`config.mk`:
```
export PLATFORM = sky130hd
export DESIGN_NAME = pe_ctrl
export DESIGN_NICKNAME = d
export VERILOG_FILES = /design/src/rtl/pe_ctrl.sv
export SDC_FILE = /design/constraint.sdc
export NUM_CORES = 1
export LEC_CHECK = 0
export CELL_PAD_IN_SITES_DETAIL_PLACEMENT = 0
export CELL_PAD_IN_SITES_GLOBAL_PLACEMENT = 2
export CORE_MARGIN = 3
export CORE_UTILIZATION = 29
export CTS_BUF_LIST = sky130_fd_sc_hd__clkbuf_8
export CTS_CLUSTER_DIAMETER = 200
export DETAILED_ROUTE_END_ITERATION = 12
export PLACE_DENSITY_LB_ADDON = 0.2
export SLEW_MARGIN = 20
export SYNTH_ARGS = -nofsm -noshare
export SYNTH_HDL_FRONTEND = slang
export SYNTH_SLANG_ARGS = --single-unit
```
`constraint.sdc`:
```
create_clock -name clk -period 2 [get_ports clk]
set_input_delay 0.5 -clock clk [delete_from_list [all_inputs] [get_ports clk]]
set_output_delay 0.5 -clock clk [all_outputs]
set_load 0.01 [all_outputs]
```
`src/rtl/pe_ctrl.sv`:
```
// pe_ctrl: sequencer in front of the PE datapath. Pulls (activation, filter)
// beats off a valid/ready stream, drives PE regfile writes, mux selects and
// arithmetic strobes, waits on PE completion bits, and commits the result of
// one conv dot product (bias + taps) or one max-pool window.
module pe_ctrl #(
  parameter int DATA_WIDTH = 8,
  parameter int TAP_W      = 4,
  parameter int TIMEOUT    = 64
) (
  input  logic                  clk,
  input  logic                  rst,
  input  logic                  start,
  input  logic                  mode,
  input  logic [TAP_W-1:0]      num_taps,
  input  logic                  in_valid,
  output logic                  in_ready,
  input  logic [DATA_WIDTH-1:0] in_actn,
  input  logic [DATA_WIDTH-1:0] in_filt,
  output logic [DATA_WIDTH-1:0] actn_in,
  output logic [DATA_WIDTH-1:0] filt_in,
  output logic                  actn_in_sel,
  output logic                  wt_in_sel,
  output logic                  add_in_sel,
  output logic                  pe_out_sel,
  output logic                  if_rf_wr_en,
  output logic                  wt_rf_wr_en,
  output logic                  of_rf_wr_en,
  output logic                  acc_wr_en,
  output logic                  mult_en,
  output logic                  mult_load,
  output logic                  add_en,
  output logic                  acc_clr,
  input  logic [1:0]            pe_resp,
  output logic                  busy,
  output logic                  done,
  output logic                  err
);

  localparam int WAIT_W = $clog2(TIMEOUT + 1);
  localparam logic [WAIT_W-1:0] WAIT_LAST = WAIT_W'(TIMEOUT - 1);

  typedef enum logic [4:0] {
    IDLE, CLR,
    B_LD, B_WR, B_ADD, B_ACC,
    T_LD, T_WR, M_LD, M_RUN, A_RUN, ACC,
    P_LD, P_WR, P_CMP,
    O_WR, DONE, ERR
  } state_t;

  state_t            state_reg, state_next;
  logic              mode_reg;
  logic [TAP_W-1:0]  num_reg;
  logic [TAP_W-1:0]  tap_reg;
  logic [WAIT_W-1:0] wait_reg;
  logic              err_reg;

  logic              wait_state;
  logic              resp_hit;
  logic              timeout_hit;
  logic [TAP_W:0]    tap_inc;
  logic              more_taps;
  logic              xfer;

  // Response bits only matter in the three wait states; the watchdog fires on
  // the TIMEOUT-th consecutive cycle without the awaited bit.
  always_comb begin
    wait_state  = (state_reg == B_ADD) || (state_reg == M_RUN) || (state_reg == A_RUN);
    resp_hit    = ((state_reg == B_ADD) && pe_resp[1]) ||
                  ((state_reg == M_RUN) && pe_resp[0]) ||
                  ((state_reg == A_RUN) && pe_resp[1]);
    timeout_hit = wait_state && !resp_hit && (wait_reg == WAIT_LAST);
    // Compare one bit wider so a full 2**TAP_W-1 window never wraps.
    tap_inc     = {1'b0, tap_reg} + (TAP_W + 1)'(1);
    more_taps   = tap_inc < {1'b0, num_reg};
    xfer        = in_valid && in_ready;
  end

  // State register, latched op parameters, counters and the PE input registers.
  always_ff @(posedge clk) begin
    if (!rst) begin
      state_reg <= IDLE;
      mode_reg  <= 1'b0;
      num_reg   <= '0;
      tap_reg   <= '0;
      wait_reg  <= '0;
      err_reg   <= 1'b0;
      actn_in   <= '0;
      filt_in   <= '0;
    end else begin
      state_reg <= state_next;
      if (state_reg == IDLE && start) begin
        mode_reg <= mode;
        num_reg  <= num_taps;
        err_reg  <= 1'b0;
      end
      if (timeout_hit) err_reg <= 1'b1;
      if (state_reg == CLR) tap_reg <= '0;
      else if (state_reg == ACC || state_reg == P_CMP) tap_reg <= tap_inc[TAP_W-1:0];
      wait_reg <= (wait_state && !resp_hit) ? wait_reg + WAIT_W'(1) : '0;
      // Bias beats carry no activation; pool beats carry no weight.
      if (xfer && (state_reg == T_LD || state_reg == P_LD)) actn_in <= in_actn;
      if (xfer && (state_reg == T_LD || state_reg == B_LD)) filt_in <= in_filt;
    end
  end

  // Next-state logic and Moore decode of every PE control output.
  always_comb begin
    state_next  = state_reg;
    in_ready    = 1'b0;
    actn_in_sel = 1'b0;
    pe_out_sel  = 1'b0;
    wt_in_sel   = 1'b0;
    add_in_sel  = 1'b0;
    if_rf_wr_en = 1'b0;
    wt_rf_wr_en = 1'b0;
    of_rf_wr_en = 1'b0;
    acc_wr_en   = 1'b0;
    mult_en     = 1'b0;
    mult_load   = 1'b0;
    add_en      = 1'b0;
    acc_clr     = 1'b0;
    done        = 1'b0;
    busy        = (state_reg != IDLE);
    err         = err_reg;

    // Mode selects are held for the whole op; the bias path selects cover the
    // whole bias sub-sequence so they do not toggle mid-operation.
    if (state_reg != IDLE) begin
      actn_in_sel = mode_reg;
      pe_out_sel  = mode_reg;
    end
    if (state_reg == B_LD || state_reg == B_WR || state_reg == B_ADD || state_reg == B_ACC) begin
      wt_in_sel  = 1'b1;
      add_in_sel = 1'b1;
    end

    case (state_reg)
      IDLE:  if (start) state_next = CLR;
      CLR: begin
        acc_clr = 1'b1;
        if (!mode_reg)          state_next = B_LD;
        else if (num_reg == '0) state_next = O_WR;
        else                    state_next = P_LD;
      end
      B_LD: begin
        in_ready = 1'b1;
        if (in_valid) state_next = B_WR;
      end
      B_WR: begin
        wt_rf_wr_en = 1'b1;
        state_next  = B_ADD;
      end
      B_ADD: begin
        add_en = 1'b1;
        if (resp_hit)         state_next = B_ACC;
        else if (timeout_hit) state_next = ERR;
      end
      B_ACC: begin
        acc_wr_en  = 1'b1;
        state_next = (num_reg != '0) ? T_LD : O_WR;
      end
      T_LD: begin
        in_ready = 1'b1;
        if (in_valid) state_next = T_WR;
      end
      T_WR: begin
        if_rf_wr_en = 1'b1;
        wt_rf_wr_en = 1'b1;
        state_next  = M_LD;
      end
      M_LD: begin
        mult_load  = 1'b1;
        state_next = M_RUN;
      end
      M_RUN: begin
        mult_en = 1'b1;
        if (resp_hit)         state_next = A_RUN;
        else if (timeout_hit) state_next = ERR;
      end
      A_RUN: begin
        add_en = 1'b1;
        if (resp_hit)         state_next = ACC;
        else if (timeout_hit) state_next = ERR;
      end
      ACC: begin
        acc_wr_en  = 1'b1;
        state_next = more_taps ? T_LD : O_WR;
      end
      P_LD: begin
        in_ready = 1'b1;
        if (in_valid) state_next = P_WR;
      end
      P_WR: begin
        if_rf_wr_en = 1'b1;
        state_next  = P_CMP;
      end
      P_CMP: state_next = more_taps ? P_LD : O_WR;
      O_WR: begin
        of_rf_wr_en = 1'b1;
        state_next  = DONE;
      end
      DONE: begin
        done       = 1'b1;
        state_next = IDLE;
      end
      ERR:     state_next = ERR;
      default: state_next = IDLE;
    endcase
  end

endmodule

```
* Yosys cells after proc, flatten, opt, wreduce, memory -nomap -nowiden
Index checks and enable logic that the tools add are counted.
** Word-level totals
- Bits in latches :: 0
- Bits of input ports :: 27
- Bits in read-only memories :: 0
- Bits in writable memories :: 0
- Logic and storage cells :: 95
- Memories kept :: 0
- Output and inout port bits :: 32
- Register bits :: 38
** Cells by class
- Divide/modulo/power cells :: 0
- Bitwise gates (word level) :: 1
- Mux-type cells :: 28
- $mul :: 0
- Shifts and indexed selects :: 0
- Add/subtract/negate cells :: 2
- Eq/ne operators :: 22
- Order comparisons :: 1
- Reduce and logical (&&, ||, !) cells :: 33
** Operators by type and width (number)
- 5-bit one-hot mux with 17 select lines :: 1
- 5-bit by 4-bit == test with 1-bit output, second input constant :: 8
- 5-bit two-way mux :: 8
- 5-bit by 3-bit == test with 1-bit output, second input constant :: 4
- 1-bit two-way mux :: 14
- 4-bit two-way mux :: 3
- 5-bit by 2-bit == test with 1-bit output, second input constant :: 2
- 5-bit == test, second input constant :: 2
- 1-bit logical OR :: 10
- 2-bit OR reduction :: 5
- 1-bit logical AND :: 9
- 2-bit != test, second input constant :: 4
- 7-bit by 1-bit adder with 7-bit output, second input constant :: 1
- 7-bit by 6-bit == test with 1-bit output, second input constant :: 1
- 4-bit by 1-bit adder with 5-bit output, second input constant :: 1
- 5-bit by 1-bit == test with 1-bit output, second input constant :: 1
- 5-bit zero test :: 1
- 5-bit by 4-bit less-than comparator with 1-bit output :: 1
- 5-bit nonzero test :: 1
- 4-bit zero test :: 1
- 2-bit two-way mux :: 2
- 4-bit AND reduction :: 1
- 4-bit nonzero test :: 1
- 3-bit OR reduction :: 1
- 4 further kinds :: 4

* Longest topological paths before layout
Gate-level depths: netlist of the first run.
- Depth in word-level cells :: 10
- Depth in mapped cells :: 8
- Mapped depth without buffers :: 8

* Worst setup path after synthesis of the first run
No wires, ideal clock.
- Path kind :: reg2reg
- Start :: register tap_reg[0]
- End :: register state_reg[0]
- Path slack :: 0.165 ns
- Library setup time :: 0.120 ns
- Arrival :: 1.715 ns
- Clock period less this slack :: 1.835 ns
- Stages on the path, launching flop included :: 9
- Path through :: dfxtp_1 > ha_1 > xor2_1 > ha_1 > a21oi_1 > o21ai_0 > a31oi_1 > nand2_1 > o31a_1
** On the way
- Cells in the longest elaborated chain, start to end :: 4
** RTL lines
- from (decl) :: RTL line 53 : logic [TAP_W-1:0] tap_reg;
- from (signal assigned) :: RTL line 98 : else if (state_reg == ACC || state_reg == P_CMP) tap_reg <= tap_inc[TAP_W-1:0];
- 4-bit by 1-bit adder with 5-bit output (*) :: RTL line 73 : tap_inc = {1'b0, tap_reg} + (TAP_W + 1)'(1);
- via tap_inc[2] :: RTL line 60 : logic [TAP_W:0] tap_inc;
- 5-bit by 4-bit less-than comparator with 1-bit output (*) :: RTL line 74 : more_taps = tap_inc < {1'b0, num_reg};
- 2-bit two-way mux / 4-bit two-way mux (equally long branches) :: RTL line 197, 187
- 5-bit one-hot mux with 17 select lines (*) :: RTL line 137 : case (state_reg)
- to (signal assigned) :: RTL line 90 : state_reg <= state_next;
- to (decl) :: RTL line 50 : state_t state_reg, state_next;
Mark *: on every way through the listed nets, which the timed path passes. The rest lies on a longest branch.
A chain may end at the register's enable or synchronous reset.

* Worst setup path after layout of the first run
- Start :: register state_reg[2]
- End :: output port add_en
** On the way
- Cells in the longest elaborated chain, start to end :: 3
** RTL lines
- 5-bit by 3-bit == test with 1-bit output / 5-bit by 4-bit == test with 1-bit output (equally long branches) :: RTL line 137
- 2-bit OR reduction (no line) (*)
- 1-bit two-way mux (*) :: RTL line 137
- to (decl) :: RTL line 31 : output logic add_en,
Mark *: on every way between the ends. The rest lies on a longest branch, timed or not.

==> impl_metrics.sql, run 1 <==
INSERT INTO impl_metrics (metric_group, metric, value, unit) VALUES
('status', 'outcome', 'finished clean', ''),
('power', 'power_leakage', '1.38', 'nW'),
('logic_synthesis', 'synth_cell_type_count', '47', ''),
('drt', 'first_iter_violations', '59', ''),
('cells_and_area', 'synthToLayoutAreaGrowth', '56.1', '%'),
('cts', 'clock_sink_count', '38', ''),
('logic_synthesis', 'async_flop_share', '0', '%'),
('grt', 'antenna_found_initial', '0', ''),
('sta', 'maximum_clock_rate', '0.510', 'GHz'),
('sta', 'setup_viol', '0', ''),
('sta', 'grt_setup_unrepaired', 'true', ''),
('cells_and_area', 'n_fill_cell', '704', ''),
('cells_and_area', 'multi_input_area', '0.00131', 'mm^2'),
('drt', 'totalWireLength', '5.95', 'mm'),
('critical_path', 'worstSetupStartpoint', 'state_reg[2]$_SDFFE_PN0P_', ''),
('grt', 'gr-usage-met1', '18.9', '%'),
('logic_synthesis', 'synth_cells', '246', ''),
('critical_path', 'crit_path_top_delay_cell', 'sky130_fd_sc_hd__or3b_4', ''),
('grt', 'met2_usage', '23.7', '%'),
('hold_path', 'worst_hold_startpoint', 'wait_reg[0]$_SDFF_PN0_', ''),
('placed_design', 'dp_hpwl', '4.62', 'mm'),
('sta', 'final_ws_setup', '39.4', 'ps'),
('floorplan', 'coreArea', '0.00694', 'mm^2'),
('placed_design', 'placed_cell_area', '0.00314', 'mm^2'),
('floorplan', 'fp.dieH', '91.4', 'um'),
('drt', 'detailroute.via_count', '2038', ''),
('critical_path', 'cp-start-kind', 'flop', ''),
('placed_design', 'gp_congestion', '0.832', ''),
('drt', 'average_wire_per_standard_cell', '13.3', 'um'),
('cells_and_area', 'area_of_all_sequential_standard_cells', '768', 'um^2'),
('logic_synthesis', 'syn_area_per_cell', '8.59', 'um^2'),
('logic_synthesis', 'synth.ff_latch_count', '38', ''),
('logic_synthesis', 'ys_seq_area_share', '36.0', '%'),
('cts', 'clock_insertion_delay_worst_skew', '280', 'ps'),
('logic_synthesis', 'yosys.area.top_type', 'sky130_fd_sc_hd__dfxtp_1', ''),
('logic_synthesis', 'synth_edf_count', '0', ''),
('critical_path', 'timing.critical_path.cells', 'or3b_4 > a21oi_2 > clkdlybuf4s15_2', ''),
('power', 'p_total', '3.18', 'mW'),
('floorplan', 'die_w', '91.4', 'um'),
('cells_and_area', 'layout_cell_share_with_drive_strength_beyond_1', '26.6', '%'),
('cells_and_area', 'finish.net_count', '382', ''),
('grt', 'gr-total-overflow', '0', ''),
('critical_path', 'timing_worst_setup_path_type', 'flop to output pin', ''),
('critical_path', 'r2r-start', 'state_reg[2]$_SDFFE_PN0P_', ''),
('placed_design', 'dp_worst_setup_slack', '-115', 'ps'),
('critical_path', 'critical_path.max_fanout', '6', ''),
('cts', 'tritoncts', 'yes', ''),
('flow_run', 'max_cap_viol_count', '0', ''),
('critical_path', 'critical_path.endpoint_type', 'output pin', ''),
('logic_synthesis', 'post_synth_main_area_contributors', 'sky130_fd_sc_hd__dfxtp_1 (36%), sky130_fd_sc_hd__mux2i_1 (12%), sky130_fd_sc_hd__nor2b_1 (7.4%)', ''),
('logic_synthesis', 'synthesis.yosys.warnings', '0', ''),
('cts', 'tritoncts.num_buffers', '5', ''),
('cts', 'cts_max_path_buffers', '2', ''),
('drt', 'routed_via_density', '4.57', ''),
('grt', 'grt_usage', '14.7', '%'),
('critical_path', 'critical-path-max-stage-delay', '400', 'ps'),
('grt', 'grt_pass1_wl', '9.81', 'mm'),
('power', 'power-per-cell-area', '963', 'mW/mm^2'),
('floorplan', 'initial_core_utilization', '30.4', '%'),
('grt', 'grt_max_degree', '21', ''),
('critical_path', 'arrival', '1460', 'ps'),
('grt', 'grt_most_used_layer', 'met2', ''),
('cts', 'ctsRootBufferMaster', 'sky130_fd_sc_hd__clkbuf_8', ''),
('floorplan', 'placement_rows', '30', ''),
('cts', 'path_clk_slew', '70', 'ps'),
('floorplan', 'io-pin-count', '59', ''),
('sta', 'final.setup_skew', '5.35', 'ps'),
('grt', 'grt_util_met3', '4.81', '%'),
('logic_synthesis', 'netlist.area_leader.share', '36.0', '%'),
('sta', 'timing_max_transition_violations_final', '0', ''),
('sta', 'finalCritPeriodShare', '98.0', '%');
[report_power, final]
group / switching [mW] / internal, mW
clock: 0.257 / 0.399
combinational: 0.731 / 0.869
sequential: 0.0877 / 0.832
[kinds of logic after synthesis]
kind of cell / count (synthesis) / synth area share [%]
AO/OA/AOI/OAI: 31 / 10.5
XOR/XNOR: 13 / 5.39
adder cells (fa/ha/maj): 5 / 2.96
buffers and inverters: 22 / 5.09
flip-flops: 38 / 36.0
multiplexers: 26 / 12.3
AND/OR/NAND/NOR: 111 / 27.7
[synthesized netlist by cell type, types with 2 or more instances]
| cell | instances |
|---|---|
| sky130_fd_sc_hd__dfxtp_1 | 38 |
| sky130_fd_sc_hd__nor3_1 | 9 |
| sky130_fd_sc_hd__o21ai_0 | 5 |
| sky130_fd_sc_hd__o211ai_1 | 2 |
| sky130_fd_sc_hd__nand3_1 | 11 |
| sky130_fd_sc_hd__a31oi_1 | 3 |
| sky130_fd_sc_hd__buf_2 | 5 |
| sky130_fd_sc_hd__nand2b_1 | 4 |
| sky130_fd_sc_hd__nor2b_1 | 25 |
| sky130_fd_sc_hd__inv_1 | 8 |
| sky130_fd_sc_hd__a21boi_0 | 2 |
| sky130_fd_sc_hd__mux2i_1 | 26 |
| sky130_fd_sc_hd__nand2_1 | 20 |
| sky130_fd_sc_hd__and3_1 | 2 |
| sky130_fd_sc_hd__xor2_1 | 7 |
| sky130_fd_sc_hd__xnor2_1 | 6 |
| sky130_fd_sc_hd__nor2_1 | 23 |
| sky130_fd_sc_hd__nand3b_1 | 4 |
| sky130_fd_sc_hd__and2_1 | 2 |
| sky130_fd_sc_hd__buf_4 | 3 |
| sky130_fd_sc_hd__a21oi_1 | 6 |
| sky130_fd_sc_hd__clkbuf_1 | 5 |
| sky130_fd_sc_hd__ha_1 | 5 |
| sky130_fd_sc_hd__a32o_1 | 2 |
[layout make-up]
class | instances | share of cell area [%]
Clock buffer | 6 | 2.50
Clock inverter | 1 | 0.910
Inverter | 8 | 0.910
Multi-Input combinational cell | 186 | 39.6
Sequential cell | 38 | 23.3
Tap cell | 96 | 3.64
Timing Repair Buffer | 111 | 29.1
[cells in the final DEF (no fill, tap or decap), types with 6 or more instances in the layout]
cell type / netlist / routed
sky130_fd_sc_hd__inv_1: 8 / 8
sky130_fd_sc_hd__dfxtp_1: 38 / 32
sky130_fd_sc_hd__dfxtp_2: 0 / 6
sky130_fd_sc_hd__clkdlybuf4s50_1: 0 / 43
sky130_fd_sc_hd__xnor2_1: 6 / 6
sky130_fd_sc_hd__buf_4: 3 / 52
sky130_fd_sc_hd__nor2_1: 23 / 22
sky130_fd_sc_hd__xor2_1: 7 / 7
sky130_fd_sc_hd__nand2_1: 20 / 20
sky130_fd_sc_hd__nor3_1: 9 / 6
sky130_fd_sc_hd__nor2b_1: 25 / 24
sky130_fd_sc_hd__mux2i_1: 26 / 26
sky130_fd_sc_hd__clkbuf_8: 0 / 6
sky130_fd_sc_hd__nand3_1: 11 / 11
[critical path: cells and delay by family (launching register included)]
| kind | cells | cell delay (ps) |
|---|---|---|
| and+or+nand+nor | 1 | 400 |
| AOI/OAI and AO/OA | 1 | 160 |
| DFF | 1 | 380 |
| buffers and inverters | 1 | 240 |
[repair_timing]
item | in CTS | in global routing
resized for setup | 37 | 21
setup buffers | 1 | 1
pin swaps | 1 | 4
endpoints found under the setup margin | 15 | 15
[through the flow]
stage / TNS [ps] / cells / utilization, % / hold WS, ps
2_1_floorplan: 0 / 246 / - / 418
3_3_place_gp: -624 / 437 / 45.2 / 433
3_5_place_dp: -541 / 437 / 45.2 / 445
4_1_cts: -1.71 / 445 / 47.2 / 456
5_1_grt: -152 / 446 / 47.5 / 507
6_report: 0 / 446 / 47.5 / 454
[final timing paths]
path | slack, ps | endpoint | cells after the start
hold / removal | 450 | wait_reg[0]$_SDFF_PN0_ | 1
setup reg to reg | 130 | state_reg[2]$_SDFFE_PN0P_ | 7
hold reg to reg | 450 | wait_reg[0]$_SDFF_PN0_ | 1
setup / recovery | 40 | add_en | 3
[routing by layer]
metal  vias to the layer above  share of wire, %
li1                       1058                 -
met1                       931                48
met2                        47                47
met3                         2               5.3
met4                         0              0.47
met5                         -                 0
(Power assumes the default switching activity.)
==> run 2, diff against run 1 <==
--- a/config.mk
+++ b/config.mk
@@ -8,12 +8,11 @@
 export CELL_PAD_IN_SITES_DETAIL_PLACEMENT = 0
 export CELL_PAD_IN_SITES_GLOBAL_PLACEMENT = 2
 export CORE_MARGIN = 3
-export CORE_UTILIZATION = 29
+export CORE_UTILIZATION = 26
 export CTS_BUF_LIST = sky130_fd_sc_hd__clkbuf_8
-export CTS_CLUSTER_DIAMETER = 200
+export CTS_CLUSTER_DIAMETER = 30
 export DETAILED_ROUTE_END_ITERATION = 12
 export PLACE_DENSITY_LB_ADDON = 0.2
-export SLEW_MARGIN = 20
 export SYNTH_ARGS = -nofsm -noshare
 export SYNTH_HDL_FRONTEND = slang
 export SYNTH_SLANG_ARGS = --single-unit
==> constraint.sdc (replaced) <==
create_clock -name clk -period 1.65 [get_ports clk]
set_input_delay 0.4125 -clock clk [delete_from_list [all_inputs] [get_ports clk]]
set_output_delay 0.4125 -clock clk [all_outputs]
set_load 0.01 [all_outputs]
==> run 2 against run 1 <==
The flow now finishes with violations (negative setup slack). Largest cell class unchanged. Sequential share of layout area is 2.4 points lower. Sequential power is 24% higher. Routed wire length is 10% higher. Worst hold slack better by 21 ps. Via count is 6.8% higher. Clock-buffer cell count stayed put. Clock power is 4.3% higher.
==> impl_metrics.sql, run 2 (synthesis gave the netlist of run 1 again) <==
INSERT INTO impl_metrics (metric_group, metric, value, unit) VALUES
('critical_path', 'cp-start-kind', 'flop', ''),
('floorplan', 'initial_core_utilization', '27.1', '%'),
('cts', 'cts_h_tree_lvls', '2', ''),
('critical_path', 'timing.critical_path.max_delay_family', 'simple AND/OR/NAND/NOR gates', ''),
('cts', 'clock_insertion_delay_worst_skew', '290', 'ps'),
('cells_and_area', 'synthToLayoutAreaGrowth', '76.1', '%'),
('sta', 'final.setup_skew', '3.75', 'ps'),
('critical_path', 'rr_worst_depth', '6', ''),
('grt', 'antenna_found_initial', '0', ''),
('placed_design', 'port-buffer-count', '58', ''),
('cells_and_area', 'most_common_library_cell_in_the_layout_ignoring_fill_and_taps', 'sky130_fd_sc_hd__buf_4', ''),
('status', 'outcome', 'finished, violations left', ''),
('critical_path', 'critical_path.endpoint_type', 'output pin', ''),
('hold_path', 'whs_endpoint', 'err$_SDFFE_PN0P_', ''),
('grt', 'vias_in_the_first_global_route', '2182', ''),
('grt', 'grt_usage', '14.7', '%'),
('drt', 'routed_via_density', '4.61', ''),
('cts', 'tritoncts.num_buffers', '5', ''),
('sta', 'maximum_clock_rate', '0.546', 'GHz'),
('sta', 'tightest_slew', '500', 'ps'),
('cts', 'tritoncts', 'yes', ''),
('power', 'power_leakage', '1.57', 'nW'),
('sta', 'fin_tns_setup', '-1890', 'ps'),
('grt', 'gr-total-overflow', '0', ''),
('floorplan', 'io-pin-count', '59', ''),
('hold_path', 'worst_hold_startpoint', 'err$_SDFFE_PN0P_', ''),
('floorplan', 'placement_rows', '32', ''),
('drt', 'totalWireLength', '6.57', 'mm'),
('cells_and_area', 'commonest_non_fill_non_tap_cells_in_the_layout', 'sky130_fd_sc_hd__buf_4 (57), sky130_fd_sc_hd__clkdlybuf4s50_1 (40), sky130_fd_sc_hd__dfxtp_1 (31), sky130_fd_sc_hd__mux2i_1 (25), sky130_fd_sc_hd__nor2b_1 (23)', ''),
('cts', 'clock_sink_count', '38', ''),
('cells_and_area', 'n_fill_cell', '788', ''),
('critical_path', 'cp.required', '1240', 'ps'),
('floorplan', 'die-area', '0.00925', 'mm^2'),
('sta', 'setup_viol', '23', ''),
('critical_path', 'r2r-end', 'state_reg[3]$_SDFFE_PN0P_', ''),
('drt', 'ant_nets', '0', ''),
('sta', 'report.final.hold_viol_count', '0', ''),
('power', 'worst_ir_drop_vdd', '0.433', 'mV'),
('power', 'power-per-cell-area', '1120', 'mW/mm^2'),
('drt', 'average_wire_per_standard_cell', '13.9', 'um'),
('placed_design', 'dp_hpwl', '4.75', 'mm'),
('floorplan', 'fp.dieH', '96.2', 'um'),
('drt', 'detailroute.via_count', '2176', ''),
('drt', 'pre_repair_dr_iteration_count', '4', ''),
('sta', 'timing_max_transition_violations_final', '0', ''),
('cts', 'ctsRootBufferMaster', 'sky130_fd_sc_hd__clkbuf_8', ''),
('flow_run', 'max_cap_viol_count', '0', ''),
('placed_design', 'gp_congestion', '0.780', ''),
('critical_path', 'arrival', '1420', 'ps'),
('sta', 'finalCritPeriodShare', '111', '%'),
('status', 'violations', 'negative setup slack', ''),
('grt', 'grt_pass1_wl', '10.5', 'mm'),
('sta', 'worst_rel_slew_slack', '66.6', '%'),
('sta', 'final_ws_setup', '-183', 'ps'),
('floorplan', 'die_w', '96.2', 'um'),
('sta', 'grt_setup_unrepaired', 'true', ''),
('power', 'p_total', '4.17', 'mW'),
('cells_and_area', 'layout_cell_share_with_drive_strength_beyond_1', '40.0', '%'),
('hold_path', 'min_path_type', 'flop to flop', ''),
('critical_path', 'worst-path-buf-inv', '2', ''),
('hold_path', 'holdPathStages', '2', ''),
('critical_path', 'r2r-start', 'state_reg[3]$_SDFFE_PN0P_', ''),
('critical_path', 'critical_path.max_fanout', '4', ''),
('critical_path', 'timing.critical_path.cells', 'buf_6 > or3b_4 > a21oi_2 > buf_2', ''),
('critical_path', 'critical-path-max-stage-delay', '380', 'ps'),
('cells_and_area', 'finish.net_count', '401', ''),
('grt', 'grt_max_degree', '24', ''),
('critical_path', 'timing_worst_setup_path_type', 'flop to output pin', ''),
('critical_path', 'crit_path_top_delay_cell', 'sky130_fd_sc_hd__or3b_4', ''),
('drt', 'first_iter_violations', '54', ''),
('floorplan', 'coreArea', '0.00781', 'mm^2'),
('cells_and_area', 'antenna-diode-count', '0', ''),
('cts', 'cts_max_path_buffers', '2', ''),
('cts', 'path_clk_slew', '80', 'ps'),
('sta', 'fin_crit', '1830', 'ps'),
('critical_path', 'slack_of_the_worst_reg_to_reg_path', '-170', 'ps'),
('drt', 'post-route-drc-count', '0', '');
run 2: cell types whose count changed in the layout (fill, tap and decap cells not counted), moves of 3 or more:
cell | before | now
sky130_fd_sc_hd__nor2_2 | 1 | 5
sky130_fd_sc_hd__buf_4 | 52 | 57
sky130_fd_sc_hd__nor2_4 | 0 | 4
sky130_fd_sc_hd__buf_2 | 2 | 12
sky130_fd_sc_hd__clkdlybuf4s50_1 | 43 | 40
sky130_fd_sc_hd__a21oi_2 | 2 | 5
sky130_fd_sc_hd__dfxtp_4 | 0 | 3
sky130_fd_sc_hd__clkbuf_2 | 4 | 0
sky130_fd_sc_hd__dlygate4sd2_1 | 4 | 0
sky130_fd_sc_hd__a21oi_1 | 4 | 1
sky130_fd_sc_hd__dlymetal6s2s_1 | 0 | 3
sky130_fd_sc_hd__buf_6 | 0 | 11
sky130_fd_sc_hd__nor2_1 | 22 | 14
run 2: layout make-up:
| class | instances | area (um^2) | area share [%] |
|---|---|---|---|
| Inverter | 8 | 30.0 | 0.807 |
| Sequential cell | 38 | 777 | 20.9 |
| Clock buffer | 6 | 82.6 | 2.22 |
| Timing Repair Buffer | 130 | 1160 | 31.2 |
| Multi-Input combinational cell | 186 | 1530 | 41.1 |
| Clock inverter | 2 | 12.5 | 0.336 |
| Tap cell | 102 | 128 | 3.43 |
run 2: tightest hold or removal path: cells and delay by family, from the launching register on:
kind	cells	cell delay [ps]
AND/OR/NAND/NOR	1	70
flip-flops	1	320
AO/OA/AOI/OAI	1	50
run 2: how the worst max path moves through the flow:
stage,start,end,slack [ps],cells after the start
CTS,tap_reg[1]$_SDFFE_PP0P_,state_reg[3]$_SDFFE_PN0P_,-210,8
global route,state_reg[3]$_SDFFE_PN0P_,add_en,-250,4
floorplan,tap_reg[1]$_SDFFE_PP0P_,state_reg[0]$_SDFFE_PN0P_,-70,8
global placement,state_reg[3]$_SDFFE_PN0P_,add_en,-320,4
detailed placement,state_reg[3]$_SDFFE_PN0P_,add_en,-340,4
finish,state_reg[3]$_SDFFE_PN0P_,add_en,-180,4
run 2: metrics by stage:
| step | std cells | hold WS, ps | worst slack (ps) | area (um^2) | utilization (%) |
|---|---|---|---|---|---|
| 2_1_floorplan | 246 | 418 | -72.1 | 2120 | - |
| 6_report | 472 | 475 | -183 | 3720 | 47.7 |
| 3_5_place_dp | 452 | 461 | -336 | 3230 | 41.4 |
| 5_1_grt | 472 | 506 | -251 | 3720 | 47.7 |
| 3_3_place_gp | 452 | 454 | -324 | 3230 | 41.4 |
| 4_1_cts | 465 | 484 | -206 | 3460 | 44.4 |
run 2: where the power goes:
part	internal (mW)	total, mW	switching [mW]
clock	0.336	0.684	0.348
sequential	1.02	1.14	0.117
combinational	1.31	2.34	1.03
total	2.67	4.17	1.49
run 2: repair_timing:
| item | in CTS | in global routing |
|---|---|---|
| gates resized for setup | 97 | 50 |
| setup buffers | 5 | 8 |
| pin swaps | 17 | 20 |
| hold buffers | 0 | 0 |
| endpoints found under the setup margin | 36 | 46 |
run 2: per-layer routing:
layer,up-vias,GRT usage [%],routed length (um)
met5,-,0,0
li1,1092,-,-
met4,0,3.91,73
met1,1032,18.7,2990
met2,45,24.0,3120
met3,7,4.22,376
==> run 3, diff against run 2 <==
--- a/config.mk
+++ b/config.mk
@@ -8,11 +8,12 @@
 export CELL_PAD_IN_SITES_DETAIL_PLACEMENT = 0
 export CELL_PAD_IN_SITES_GLOBAL_PLACEMENT = 2
 export CORE_MARGIN = 3
-export CORE_UTILIZATION = 26
+export CORE_UTILIZATION = 31
 export CTS_BUF_LIST = sky130_fd_sc_hd__clkbuf_8
 export CTS_CLUSTER_DIAMETER = 30
 export DETAILED_ROUTE_END_ITERATION = 12
 export PLACE_DENSITY_LB_ADDON = 0.2
+export SKIP_CTS_REPAIR_TIMING = 1
 export SYNTH_ARGS = -nofsm -noshare
 export SYNTH_HDL_FRONTEND = slang
 export SYNTH_SLANG_ARGS = --single-unit
==> constraint.sdc (replaced) <==
create_clock -name clk -period 2.13 [get_ports clk]
set_input_delay 0.5325 -clock clk [delete_from_list [all_inputs] [get_ports clk]]
set_output_delay 0.5325 -clock clk [all_outputs]
set_load 0.01 [all_outputs]
==> run 3 against run 2 <==
The run now ends clean. Cell area down 15%. Power down 32%. Sequential power down 24%. Via count down 7.4%. Clock power down 8.5%. Final cell count down 13%. Largest power group unchanged. Combinational power down 42%. Critical path depth up 2. Setup slack better by 280 ps. Utilization up 1.3 points. Global-route usage up 0.97 points. Critical path type unchanged. Sequential cell count unchanged.
==> impl_metrics.sql, run 3 (synthesis gave the netlist of run 1 again) <==
INSERT INTO impl_metrics (metric_group, metric, value, unit) VALUES
('status', 'outcome', 'finished clean', ''),
('drt', 'detailroute.via_count', '2016', ''),
('critical_path', 'cp-start-kind', 'flop', ''),
('flow_run', 'max_cap_viol_count', '0', ''),
('cells_and_area', 'most_common_library_cell_in_the_layout_ignoring_fill_and_taps', 'sky130_fd_sc_hd__clkdlybuf4s50_1', ''),
('cells_and_area', 'multi_input_area', '0.00127', 'mm^2'),
('sta', 'timing_max_transition_violations_final', '0', ''),
('critical_path', 'timing_worst_setup_path_type', 'flop to output pin', ''),
('cts', 'path_clk_slew', '70', 'ps'),
('drt', 'pre_repair_dr_iteration_count', '4', ''),
('critical_path', 'cell_repeated_most_along_the_worst_path', 'sky130_fd_sc_hd__buf_4', ''),
('sta', 'setup_viol', '0', ''),
('floorplan', 'initial_core_utilization', '32.5', '%'),
('power', 'power_leakage', '1.52', 'nW'),
('grt', 'grt_usage', '15.6', '%'),
('drt', 'totalWireLength', '5.90', 'mm'),
('sta', 'grt_setup_unrepaired', 'false', ''),
('drt', 'ant_nets', '0', ''),
('critical_path', 'critical_path.max_fanout', '6', ''),
('sta', 'tightest_slew', '386', 'ps'),
('critical_path', 'timing.critical_path.cells', 'buf_4 > buf_4 > nor2_1 > nand2_1 > nor3_1 > dlymetal6s2s_1', ''),
('sta', 'final.setup_skew', '6.74', 'ps'),
('cells_and_area', 'n_fill_cell', '639', ''),
('floorplan', 'die_w', '88.6', 'um'),
('grt', 'grt_max_degree', '17', ''),
('cells_and_area', 'finish.instance_area', '0.00318', 'mm^2'),
('critical_path', 'crit_path_top_delay_cell', 'sky130_fd_sc_hd__dfxtp_2', ''),
('critical_path', 'critical_path.endpoint_type', 'output pin', ''),
('cells_and_area', 'commonest_non_fill_non_tap_cells_in_the_layout', 'sky130_fd_sc_hd__clkdlybuf4s50_1 (43), sky130_fd_sc_hd__buf_4 (38), sky130_fd_sc_hd__dfxtp_1 (33), sky130_fd_sc_hd__mux2i_1 (26), sky130_fd_sc_hd__nor2b_1 (25)', ''),
('cells_and_area', 'layout_cell_share_with_drive_strength_beyond_1', '18.2', '%'),
('cts', 'tritoncts.num_buffers', '5', ''),
('power', 'p_total', '2.85', 'mW'),
('drt', 'post-route-drc-count', '0', ''),
('cts', 'ctsRootBufferMaster', 'sky130_fd_sc_hd__clkbuf_8', ''),
('floorplan', 'io-pin-count', '59', ''),
('cells_and_area', 'antenna-diode-count', '0', ''),
('cts', 'cts_max_path_buffers', '2', ''),
('critical_path', 'slack_of_the_worst_reg_to_reg_path', '150', 'ps'),
('cts', 'cts_h_tree_lvls', '2', ''),
('floorplan', 'fp.dieH', '88.6', 'um'),
('cells_and_area', 'area_of_all_sequential_standard_cells', '767', 'um^2'),
('drt', 'average_wire_per_standard_cell', '14.3', 'um'),
('sta', 'maximum_clock_rate', '0.493', 'GHz'),
('cts', 'tritoncts', 'yes', ''),
('floorplan', 'die-area', '0.00784', 'mm^2'),
('hold_path', 'min_path_type', 'flop to flop', ''),
('power', 'worst_ir_drop_vdd', '0.374', 'mV'),
('sta', 'worst_rel_slew_slack', '74.2', '%'),
('critical_path', 'critical-path-max-stage-delay', '340', 'ps'),
('critical_path', 'cp.required', '1600', 'ps'),
('cells_and_area', 'finish.net_count', '367', ''),
('drt', 'routed_via_density', '4.89', ''),
('cts', 'clock_insertion_delay_worst_skew', '290', 'ps'),
('sta', 'report.final.hold_viol_count', '0', ''),
('grt', 'vias_in_the_first_global_route', '2028', ''),
('cells_and_area', 'synthToLayoutAreaGrowth', '50.4', '%'),
('grt', 'grt_pass1_wl', '9.47', 'mm'),
('sta', 'finalCritPeriodShare', '95.2', '%'),
('placed_design', 'gp_congestion', '0.804', ''),
('power', 'power-per-cell-area', '895', 'mW/mm^2'),
('floorplan', 'placement_rows', '29', ''),
('placed_design', 'port-buffer-count', '58', ''),
('sta', 'fin_crit', '2030', 'ps'),
('grt', 'antenna_found_initial', '0', ''),
('cts', 'clock_sink_count', '38', ''),
('drt', 'first_iter_violations', '125', ''),
('placed_design', 'placed_cell_area', '0.00300', 'mm^2'),
('critical_path', 'arrival', '1500', 'ps'),
('grt', 'gr-total-overflow', '0', ''),
('floorplan', 'coreArea', '0.00649', 'mm^2'),
('placed_design', 'dp_hpwl', '4.59', 'mm');
-- run 3: worst paths after layout --
kind / startpoint / cells past startpoint / endpoint
max: state_reg[3]$_SDFFE_PN0P_ / 6 / done
min: wait_reg[0]$_SDFF_PN0_ / 1 / wait_reg[0]$_SDFF_PN0_
max reg2reg: tap_reg[0]$_SDFFE_PP0P_ / 8 / state_reg[0]$_SDFFE_PN0P_
min reg2reg: wait_reg[0]$_SDFF_PN0_ / 1 / wait_reg[0]$_SDFF_PN0_
-- run 3: per-layer routing --
metal / global-route usage (%) / share of wire (%)
met4: 6.18 / 2.0
met5: 0 / 0
met3: 4.56 / 6.4
met2: 24.7 / 45
met1: 20.1 / 46
-- run 3: per-stage QoR --
| stage | util, % | worst slack [ps] | setup TNS (ps) | hold slack, ps | instances |
|---|---|---|---|---|---|
| floorplan | - | 295 | 0 | 418 | 246 |
| global placement | 46.3 | -32.0 | -32.0 | 431 | 405 |
| detailed placement | 46.3 | -75.6 | -75.6 | 440 | 405 |
| CTS | 48.0 | -421 | -3840 | 451 | 412 |
| global route | 49.0 | 6.24 | 0 | 490 | 412 |
| finish | 49.0 | 101 | 0 | 444 | 412 |
-- run 3: layout make-up --
| type | instances | share of cell area, % |
|---|---|---|
| Clock buffer | 6 | 2.60 |
| Clock inverter | 1 | 0.945 |
| Inverter | 8 | 0.945 |
| Multi-Input combinational cell | 186 | 39.9 |
| Sequential cell | 38 | 24.1 |
| Tap cell | 77 | 3.03 |
| Timing Repair Buffer | 96 | 28.4 |
-- run 3: power by group --
group	switching (mW)	total, mW	internal, mW
registers	0.0793	0.861	0.781
clock network	0.251	0.626	0.375
logic	0.638	1.36	0.721
total	0.968	2.85	1.88
-- run 3: worst max-delay path, delay by kind of cell, from the launching register on --
kind                   cells  cell delay (ps)
buffers and inverters      3              500
AND/OR/NAND/NOR            3              370
flip-flops                 1              340
